### src/rtl/redirect_ctrl.sv
// redirect_ctrl: EX-stage redirect sequencer with IFU handshake, flush drain and predictor training.
// Optional performance counters are built when REDIRECT_PERF_CNT_EN is defined.
module redirect_ctrl #(
  parameter int XLEN      = 64,
  parameter int DRAIN_CYC = 2,
  parameter int CNT_W     = 32
) (
  input  logic             clk,
  input  logic             rst_n,
  input  logic             ex_valid,
  input  logic [XLEN-1:0]  ex_pc,
  input  logic             ex_is_br,
  input  logic             ex_is_trap,
  input  logic             ex_pred_taken,
  input  logic [XLEN-1:0]  ex_pred_target,
  input  logic             bju_pc_b_j,
  input  logic [XLEN-1:0]  bju_dnpc,
  output logic             redirect_valid,
  output logic [XLEN-1:0]  redirect_pc,
  input  logic             redirect_ready,
  output logic             flush_o,
  output logic             upd_valid,
  output logic [XLEN-1:0]  upd_pc,
  output logic             upd_taken,
  output logic [XLEN-1:0]  upd_target,
  output logic [CNT_W-1:0] perf_br_cnt,
  output logic [CNT_W-1:0] perf_mis_cnt
);
  localparam logic [1:0] IDLE  = 2'd0;
  localparam logic [1:0] PEND  = 2'd1;
  localparam logic [1:0] DRAIN = 2'd2;
  logic [1:0]      state;
  logic [2:0]      cnt;
  logic            res, mis, train;
  logic [XLEN-1:0] tgt;
  always_comb begin
    res     = ex_valid & (ex_is_br | ex_is_trap) & (state == IDLE);
    mis     = ex_is_trap | (bju_pc_b_j != ex_pred_taken) |
              (bju_pc_b_j & ex_pred_taken & (bju_dnpc != ex_pred_target));
    tgt     = bju_pc_b_j ? bju_dnpc : ex_pc + XLEN'(4);
    train   = res & ex_is_br & ~ex_is_trap;
    flush_o = (state != IDLE) | (res & mis);
  end
  always_ff @(posedge clk or negedge rst_n) begin
    if (!rst_n) begin
      state          <= IDLE;
      cnt            <= '0;
      redirect_valid <= 1'b0;
      redirect_pc    <= '0;
      upd_valid      <= 1'b0;
      upd_pc         <= '0;
      upd_taken      <= 1'b0;
      upd_target     <= '0;
    end else begin
      upd_valid <= train;
      if (train) begin
        upd_pc     <= ex_pc;
        upd_taken  <= bju_pc_b_j;
        upd_target <= bju_dnpc;
      end
      if (state == IDLE) begin
        if (res & mis) begin
          state          <= PEND;
          redirect_valid <= 1'b1;
          redirect_pc    <= tgt;
        end
      end else if (state == PEND) begin
        if (redirect_ready) begin
          state          <= DRAIN;
          redirect_valid <= 1'b0;
          cnt            <= 3'(DRAIN_CYC);
        end
      end else if (state == DRAIN) begin
        if (cnt == 3'd1) state <= IDLE;
        else cnt <= cnt - 3'd1;
      end else begin
        state <= IDLE;
      end
    end
  end
`ifdef REDIRECT_PERF_CNT_EN
  always_ff @(posedge clk or negedge rst_n) begin
    if (!rst_n) begin
      perf_br_cnt  <= '0;
      perf_mis_cnt <= '0;
    end else begin
      perf_br_cnt  <= perf_br_cnt + CNT_W'(train);
      perf_mis_cnt <= perf_mis_cnt + CNT_W'(res & mis & ~ex_is_trap);
    end
  end
`else
  assign perf_br_cnt  = '0;
  assign perf_mis_cnt = '0;
`endif
endmodule

### config.mk
export PLATFORM = sky130hd
export DESIGN_NAME = redirect_ctrl
export DESIGN_NICKNAME = d
export VERILOG_FILES = /design/src/rtl/redirect_ctrl.sv
export SDC_FILE = /design/constraint.sdc
export NUM_CORES = 1
export LEC_CHECK = 0
export ABC_CLOCK_PERIOD_IN_PS = 5250
export BUFFER_PORTS_ARGS = -buffer_cell sky130_fd_sc_hd__buf_2
export CORE_AREA = 2 2 180 182
export CTS_CLUSTER_SIZE = 25
export DETAILED_ROUTE_END_ITERATION = 12
export DIE_AREA = 0 0 182 184
export SYNTH_ARGS = -nofsm -noshare
export SYNTH_HDL_FRONTEND = slang
export SYNTH_SLANG_ARGS = --single-unit
### constraint.sdc
create_clock -name clk -period 5.25 [get_ports clk]
set_input_delay 0.7875 -clock clk [delete_from_list [all_inputs] [get_ports clk]]
set_output_delay 0.7875 -clock clk [all_outputs]
set_load 0.01 [all_outputs]
# After elaboration in Yosys (flattened, before gate mapping)
# Index checks and enable logic that the tools add are counted.
[op_classes]
reduce_logical = 9
add_sub_neg = 2
mux = 15
bitwise_logic = 13
n_eq_ne = 10
[op_table]
columns = ["operator", "n"]
rows = [
  ["64-bit by 3-bit adder with 64-bit output, second input constant", 1],
  ["64-bit 2-to-1 mux", 1],
  ["64-bit inequality test", 1],
  ["2-bit 2-to-1 mux", 6],
  ["3-bit 2-to-1 mux", 4],
  ["2-bit nonzero test", 4],
  ["1-bit bitwise AND", 7],
  ["2-bit inequality test, second input constant", 3],
  ["3-bit AND reduction", 2],
  ["1-bit 2-to-1 mux", 4],
  ["4-bit by 3-bit inequality test with 1-bit output, second input constant", 1],
  ["1-bit OR", 4],
  ["4-bit AND reduction", 1],
  ["3-bit by 1-bit == test with 1-bit output, second input constant", 1],
  ["3-bit inequality test, second input constant", 1],
  ["3-bit by 1-bit subtractor with 3-bit output, second input constant", 1],
  ["2-bit by 1-bit == test with 1-bit output, second input constant", 1],
  ["2-bit == test, second input constant", 1],
  ["2-bit logical NOT", 1],
  ["1-bit NOT", 2],
  ["2-bit AND reduction", 1],
  ["1-bit inequality test", 1],
]
[totals]
out_inout_bits = 260
regBits = 200
input_bits = 200
elab_cells = 57

# Logic depth before layout (Yosys ltp)
# Gate-level depths: netlist of the first run.
[depth]
depth_word = 6
ltp_mapped = 9
ltp_nobuf = 7

# Worst setup path after synthesis of the first run
# OpenSTA, ideal clock, no wires.
[synth_path]
path_type = "input port to output port"
from = "in ex_pred_taken"
to = "out flush_o"
setup_slack_ps = 1935
t_required_ps = 4463
t_arrival_ps = 2528
n_path_buf = 2
stages = 8
cell_sequence = "ha_1 -> or3_1 -> nor4_1 -> nand3_1 -> o2111ai_1 -> buf_2 -> buf_2 -> nand2_1"
[synth_between]
elab_chain_cells = 5
elab_cells_between_ends = 7
cone_classes = "eq/ne (1); bitwise (6)"
[synth_lines]
columns = ["item", "line", "rtl"]
rows = [
  ["start: declaration", "14", "input logic ex_pred_taken,"],
  ["1-bit inequality test or 1-bit bitwise AND (tied branches)", "38, 39", ""],
  ["1-bit OR or 1-bit bitwise AND (tied branches)", "38, 39", ""],
  ["1-bit OR (*)", "38", "mis = ex_is_trap | (bju_pc_b_j != ex_pred_taken) |"],
  ["1-bit bitwise AND (*)", "42", "flush_o = (state != IDLE) | (res & mis);"],
  ["1-bit OR (*)", "42", ""],
  ["end: declaration", "21", "output logic flush_o,"],
]
# Every way passes the cells marked *; elsewhere a longest branch is shown, timed or not.

# Final worst setup path of the first run
[layout_path]
from = "in bju_dnpc[0]"
to = "out flush_o"
[layout_between]
elab_chain_cells = 5
[layout_lines]
columns = ["item", "line", "rtl"]
rows = [
  ["start: declaration", "17", "input logic [XLEN-1:0] bju_dnpc,"],
  ["64-bit inequality test", "39", "(bju_pc_b_j & ex_pred_taken & (bju_dnpc != ex_pred_target));"],
  ["1-bit bitwise AND", "39", ""],
  ["1-bit OR", "38", ""],
  ["1-bit bitwise AND", "42", ""],
  ["1-bit OR", "42", ""],
]
# Every way passes these cells.

==> results.py, run 1 <==
metrics = {
    "cells_and_area": {
        "fin_area_um2": 13500,
        "fill_cells": 3197,
        "multi_input_area_um2": 5160,
        "fin_util_pct": 42.9,
        "final_common_cell": "nand2_1",
        "layout.area.seq_um2": 5000,
        "final_cell_mix": "nand2_1 (436), buf_2 (393), dfrtp_1 (200), conb_1 (64), xnor2_1 (63)",
        "area_delta_synth_final_pct": 26.0,
        "drive_above_1_share_pct": 32.0,
        "fin_nets": 1774,
    },
    "clock_tree": {
        "htreeDepth": 4,
        "cts_setup_buffers": 0,
        "tritoncts": "done",
        "clk_path_buf_depth": 2,
        "worst_skew_pair.late_latency_ps": 450,
        "clock-sinks": 200,
        "clk_pin_slew_ps": 70,
        "ctsHoldBuffers": 0,
        "clockRootBuffer": "clkbuf_16",
        "cts_buffers": 17,
        "post_cts_resized": 0,
    },
    "placed_design": {
        "gp_congestion": 0.868,
        "portBuffers": 395,
        "dp_hpwl_mm": 30.5,
        "placed_area_um2": 12800,
    },
    "pwr": {
        "p_clk_share_pct": 22.6,
        "p_sw_uw": 2450,
        "intPower_uw": 4180,
        "combPwrFrac_pct": 37.3,
        "pwr-share-seq_pct": 40.1,
        "ir_drop_mv": 0.222,
        "power_leakage_uw": 0.00685,
        "switching_share_pct": 36.9,
        "p_per_area_nw_per_um2": 492,
        "power_uw": 6630,
    },
    "run": {
        "drv_cap": 0,
    },
    "synth": {
        "synth_seq_cells": 200,
        "async_reset_ff_share_pct": 100,
        "netlist_instances": 1208,
        "yosysUniqueCellTypes": 43,
        "synth-seq-area-share_pct": 46.8,
        "syn_area_um2": 10700,
        "syn_area_per_cell_um2": 8.85,
        "ys_warn_count": 0,
        "synth-edff-count": 0,
        "synth_flop_cell": "dfrtp_1",
    },
    "global_routing": {
        "grt_util_all_layers_pct": 23.8,
        "antenna_found_initial": 8,
        "grt_max_degree": 104,
        "grt_pass1_wl_mm": 59.4,
        "first_global_vias": 9667,
        "overflow": 0,
    },
    "timing": {
        "slew_violations": 0,
        "fin_tns_setup_ps": 0,
        "max_slew_margin_pct": 33.0,
        "min_period_ps": 3700,
        "max_slew.worst_pin.slew_ps": 1000,
        "period_share_pct": 70.5,
        "max_freq_ghz": 0.270,
        "hold_ws_ps": 327,
        "rsz0062_at_grt": "false",
        "clock_skew_ps": 14.8,
        "setup_violations": 0,
        "hold_viol": 0,
    },
    "worst_setup_path": {
        "cp-start-kind": "input port",
        "crit_fanout": 3,
        "endpoint_kind": "primary output",
        "cp.required_ps": 4460,
        "cp_data_arrival_time_ps": 2920,
        "crit_type": "in2out",
    },
    "floorplan": {
        "ioPinCount": 460,
        "coreArea_um2": 31400,
        "rows": 65,
        "dieArea_um2": 33500,
        "die_x_um": 182,
        "start_util_pct": 34.0,
        "die_h_um": 184,
    },
    "drt": {
        "drt_iter0_drc": 683,
        "via_count": 9875,
        "via_per_inst": 4.95,
        "avgRoutedWirePerCell_um": 20.0,
        "drc": 0,
        "firstDrtPassIters": 5,
        "ant_nets": 0,
        "finalWirelength_mm": 39.9,
    },
    "run_status": {
        "status": "finished, final reports clean",
    },
    "min_path": {
        "hold_class": "in2async",
    },
}
==> layout make-up <==
cell class	instances	area share, %
multi-input cells	933	38.3
diodes	8	0.149
clock inverters	11	1.45
repair buffers	403	15.4
inverters	15	0.437
clock buffers	21	3.34
well taps	402	3.73
flip-flops and latches	200	37.2
==> cells in the mapped netlist (13+ instances only) <==
cell type,instances,share of area [%]
inv_1,13,0.46
nor2_1,20,0.70
nand2_1,436,15
clkbuf_1,40,1.4
o31ai_1,15,1.1
buf_4,66,4.6
dfrtp_1,200,47
o21ai_0,54,2.5
xnor2_1,63,5.2
a31oi_1,18,1.1
nand4_1,35,2.0
nand3_1,33,1.5
xor2_1,37,3.0
nor4_1,16,0.94
mux2_2,62,6.5
==> sequential cells by signal, indices dropped and copies added (netlist names) <==
signal / count
upd_target: 64
upd_pc: 64
state: 2
upd_taken: 1
cnt: 3
redirect_pc: 64
redirect_valid: 1
upd_valid: 1
==> layer usage <==
metal	up-vias	share of wire (%)	global-route usage (%)
met5	-	0	0
met4	0	3.5	11.1
met3	56	6.4	5.45
met2	401	47	37.8
met1	4791	43	30.8
li1	4627	-	-
==> power by group through the flow <==
stage | logic (µW) | registers, µW | clock network (µW)
2_1_floorplan | 915 | 3020 | 0
3_3_place_gp | 2460 | 2650 | 0
3_5_place_dp | 2500 | 2670 | 0
4_1_cts | 2500 | 2660 | 1520
5_1_grt | 2710 | 2750 | 1600
6_report | 2480 | 2660 | 1500
==> worst max-delay path, cell delays in order <==
cell and delay (ps):
buf_2 140, xnor2_1 640, nand4_1 280, nor4_1 330
nand3_1 170, o2111ai_4 310, nand2_1 80, buf_2 180
==> through the flow <==
stage	instances	setup WS, ps
6_report	1993	1550
5_1_grt	1993	1410
4_1_cts	1985	1600
3_5_place_dp	1953	1640
3_3_place_gp	1953	1540
2_1_floorplan	1271	1930
==> worst paths after layout <==
path	from	endpoint	slack [ps]	depth (start not counted)
setup reg to reg	state[0]	upd_pc[14]	2540	6
hold / removal	rst_n	upd_target[26]	330	1
max in group asynchronous	rst_n	cnt[0]	3780	2
hold reg to reg	upd_target[60]	upd_target[60]	470	2
setup / recovery	bju_dnpc[0]	flush_o	1550	8
min in group clk	upd_target[60]	upd_target[60]	470	2
==> kinds of logic (layout without fill, tap and decap cells) <==
kind of cell | after synthesis | in the layout | share of synthesized area [%]
compound gates | 99 | 99 | 5.63
xor+xnor | 100 | 100 | 8.19
fa+ha+maj | 4 | 4 | 0.468
buf+inv | 138 | 450 | 7.26
flops | 200 | 200 | 46.8
mux | 67 | 67 | 7.00
other cells | 1 | 72 | 0.0351
simple gates | 599 | 599 | 24.6
No activity file was read; power rests on OpenSTA's default activity.
==> run 2, diff against run 1 <==
==> config.mk (replaced) <==
export PLATFORM = sky130hd
export DESIGN_NAME = redirect_ctrl
export DESIGN_NICKNAME = d
export VERILOG_FILES = /design/src/rtl/redirect_ctrl.sv
export SDC_FILE = /design/constraint.sdc
export NUM_CORES = 1
export LEC_CHECK = 0
export ABC_AREA = 1
export ABC_CLOCK_PERIOD_IN_PS = 3800
export BUFFER_PORTS_ARGS = -buffer_cell sky130_fd_sc_hd__buf_2
export CORE_AREA = 2 2 179 181
export CTS_CLUSTER_SIZE = 25
export DETAILED_ROUTE_END_ITERATION = 12
export DIE_AREA = 0 0 181 183
export PLACE_DENSITY = 0.66
export SYNTH_ARGS = -nofsm -noshare
export SYNTH_HDL_FRONTEND = slang
export SYNTH_SLANG_ARGS = --single-unit
==> constraint.sdc (replaced) <==
create_clock -name clk -period 3.8 [get_ports clk]
set_input_delay 0.57 -clock clk [delete_from_list [all_inputs] [get_ports clk]]
set_output_delay 0.57 -clock clk [all_outputs]
set_load 0.01 [all_outputs]
==> results.py, run 2 <==
metrics = {
    "run_status": {
        "status": "finished, final reports clean",
    },
    "global_routing": {
        "overflow": 0,
        "first_global_vias": 12100,
        "grt_pass1_wl_mm": 68.6,
        "grt_util_all_layers_pct": 27.2,
        "grt_max_degree": 171,
        "antenna_found_initial": 11,
    },
    "synth": {
        "synth_top_cell_area_share_pct": 41.4,
        "ys_warn_count": 0,
        "synth.area.mux_share_pct": 0,
        "yosys.area_share.adder_pct": 0.414,
        "synth-simple-area-share_pct": 34.9,
        "synth_common_cells": "nand2_1 (747), dfrtp_1 (200), inv_1 (191)",
        "synth_seq_cells": 200,
        "synthXorXnorAreaFrac_pct": 2.68,
        "syn_area_um2": 12100,
        "synth.area.top_cells": "dfrtp_1 (41%), nand2_1 (23%), o21ai_0 (6.0%), inv_1 (5.9%), nor2_1 (5.1%)",
        "synth_compound_area_share_pct": 7.10,
        "synth_flop_cell": "dfrtp_1",
        "yosysUniqueCellTypes": 32,
        "netlist_instances": 1808,
        "async_reset_ff_share_pct": 100,
        "syn_area_per_cell_um2": 6.69,
        "synth-edff-count": 0,
        "synth-seq-area-share_pct": 41.4,
        "synth_top_area_cell": "dfrtp_1",
        "synth_top_family_by_area": "simple AND/OR/NAND/NOR gates",
        "yosysMostFrequentCell": "nand2_1",
    },
    "placed_design": {
        "dp_hpwl_mm": 35.0,
        "gp_congestion": 0.944,
        "portBuffers": 395,
    },
    "run": {
        "drv_cap": 0,
    },
    "worst_setup_path": {
        "crit_slowest_cell": "nor2_1",
        "r2r_end": "upd_target[34]",
        "reg2reg_from": "state[1]",
        "reg2reg_depth": 5,
        "crit_type": "in2out",
        "crit_top_cell": "nand2_1",
        "cp-start-kind": "input port",
        "crit_end": "flush_o",
        "cp_data_arrival_time_ps": 2460,
        "crit_chain": "buf_2 -> xor2_1 -> nor2_1 -> nand2_1 -> nor2_1 -> nand2_1 -> nor2_1 -> nand2_1 -> nand2_1 -> nand2_2 -> nand2_4 -> nand2_1 -> buf_2",
        "endpoint_kind": "primary output",
        "crit_fanout": 11,
        "reg2reg_slack_ps": 1460,
        "max_stage_delay_ps": 290,
        "cp.required_ps": 3230,
        "crit_path_start": "bju_dnpc[2]",
    },
    "clock_tree": {
        "tritoncts": "done",
        "htreeDepth": 4,
        "clockRootBuffer": "clkbuf_16",
        "ctsHoldBuffers": 0,
        "cts_buffers": 17,
        "cts_setup_buffers": 0,
        "clk_pin_slew_ps": 80,
        "worst_skew_pair.late_latency_ps": 450,
        "clock-sinks": 200,
        "clk_path_buf_depth": 2,
        "post_cts_resized": 0,
    },
    "drt": {
        "ant_nets": 0,
        "drt_iter0_drc": 858,
        "via_count": 12500,
        "firstDrtPassIters": 5,
        "finalWirelength_mm": 45.0,
        "via_per_inst": 4.80,
        "avgRoutedWirePerCell_um": 17.3,
        "drc": 0,
    },
    "floorplan": {
        "start_util_pct": 38.7,
        "dieArea_um2": 33100,
        "die_x_um": 181,
        "die_h_um": 183,
        "coreArea_um2": 31200,
        "rows": 65,
        "ioPinCount": 460,
    },
    "timing": {
        "hold_viol": 0,
        "fin_tns_setup_ps": 0,
        "min_period_ps": 3030,
        "max_slew.worst_pin.slew_ps": 851,
        "clock_skew_ps": 6.46,
        "rsz0062_at_grt": "false",
        "period_share_pct": 79.6,
        "setup_violations": 0,
        "slew_violations": 0,
        "max_slew_margin_pct": 43.2,
        "max_freq_ghz": 0.330,
    },
    "cells_and_area": {
        "drive_above_1_share_pct": 21.7,
        "fin_nets": 2374,
        "final_cell_mix": "nand2_1 (747), buf_2 (394), dfrtp_1 (200), inv_1 (190), nor2_1 (165)",
        "fill_cells": 3334,
        "area_delta_synth_final_pct": 22.0,
        "reg.largest.list": "redirect_pc (64), upd_pc (64), upd_target (64)",
        "final_common_cell": "nand2_1",
    },
    "pwr": {
        "p_per_area_nw_per_um2": 627,
        "power_leakage_uw": 0.00850,
        "ir_drop_mv": 0.280,
        "power_uw": 9240,
    },
    "min_path": {
        "hold_class": "in2async",
    },
}
## run 2: changes by cell type in the layout (fill, tap and decap cells not counted), moves of 15 or more
| cell | delta |
|---|---|
| nor4_1 | -16 |
| mux2_2 | -62 |
| o21ai_0 | +91 |
| inv_2 | +18 |
| o21ai_1 | +16 |
| o31ai_1 | -15 |
| a31oi_1 | -15 |
| nand2_1 | +311 |
| nor2_1 | +145 |
| nand3_1 | +81 |
| nand4_1 | -28 |
| xnor2_1 | -59 |
| inv_1 | +177 |
## run 2: worst max-delay path, delay by kind of cell
family,cells,cell delay (ps)
and+or+nand+nor,10,1460
buffers and inverters,2,260
xor gates and xnor gates,1,150
## run 2: metal layers
| layer | vias to the layer above | share of wire (%) | routed length (µm) | global-route usage, % |
|---|---|---|---|---|
| met3 | 70 | 7.2 | 3240 | 6.57 |
| met5 | - | 0.060 | 27 | 0 |
| li1 | 6133 | - | - | - |
| met2 | 463 | 48 | 21500 | 45.9 |
| met4 | 4 | 3.0 | 1350 | 9.95 |
| met1 | 5792 | 42 | 18900 | 33.9 |
## run 2: power breakdown
| part | switching [µW] | internal (µW) |
|---|---|---|
| Combinational | 2220 | 1350 |
| Clock | 922 | 1010 |
| Sequential | 571 | 3180 |
## run 2: logic make-up after synthesis
family	after synthesis
AOI/OAI and AO/OA	170
xor gates and xnor gates	37
adders and majority gates	4
buffers and inverters	336
DFF	200
other	1
and+or+nand+nor	1060
## run 2: worst min-delay path by stage
stage / to / slack [ps] / cells after the start
after global placement: redirect_pc[41] / 450 / 2
after detailed placement: redirect_pc[4] / 450 / 2
after global routing: upd_target[6] / 180 / 1
final: upd_target[6] / 130 / 1
after floorplan: cnt[0] / 270 / 0
after CTS: upd_target[6] / 160 / 1
## run 2: per-stage QoR
stage	hold slack [ps]	instance area, µm²	util (%)	instances	worst slack (ps)
after floorplan	274	12300	-	1871	1580
after global placement	449	14100	45.2	2553	726
after detailed placement	453	14100	45.2	2553	761
after CTS	156	14700	47.2	2585	757
after global routing	179	14700	47.2	2592	649
final	127	14800	47.2	2594	774
## run 2: cell type report
cell class	count	area [µm²]	share of cell area [%]
Tap cell	402	503	3.41
Inverter	210	788	5.34
Multi-Input combinational cell	1335	5710	38.7
Clock inverter	14	161	1.09
Clock buffer	18	439	2.98
Antenna cell	9	22.5	0.153
Timing Repair Buffer	406	2120	14.4
Sequential cell	200	5000	33.9
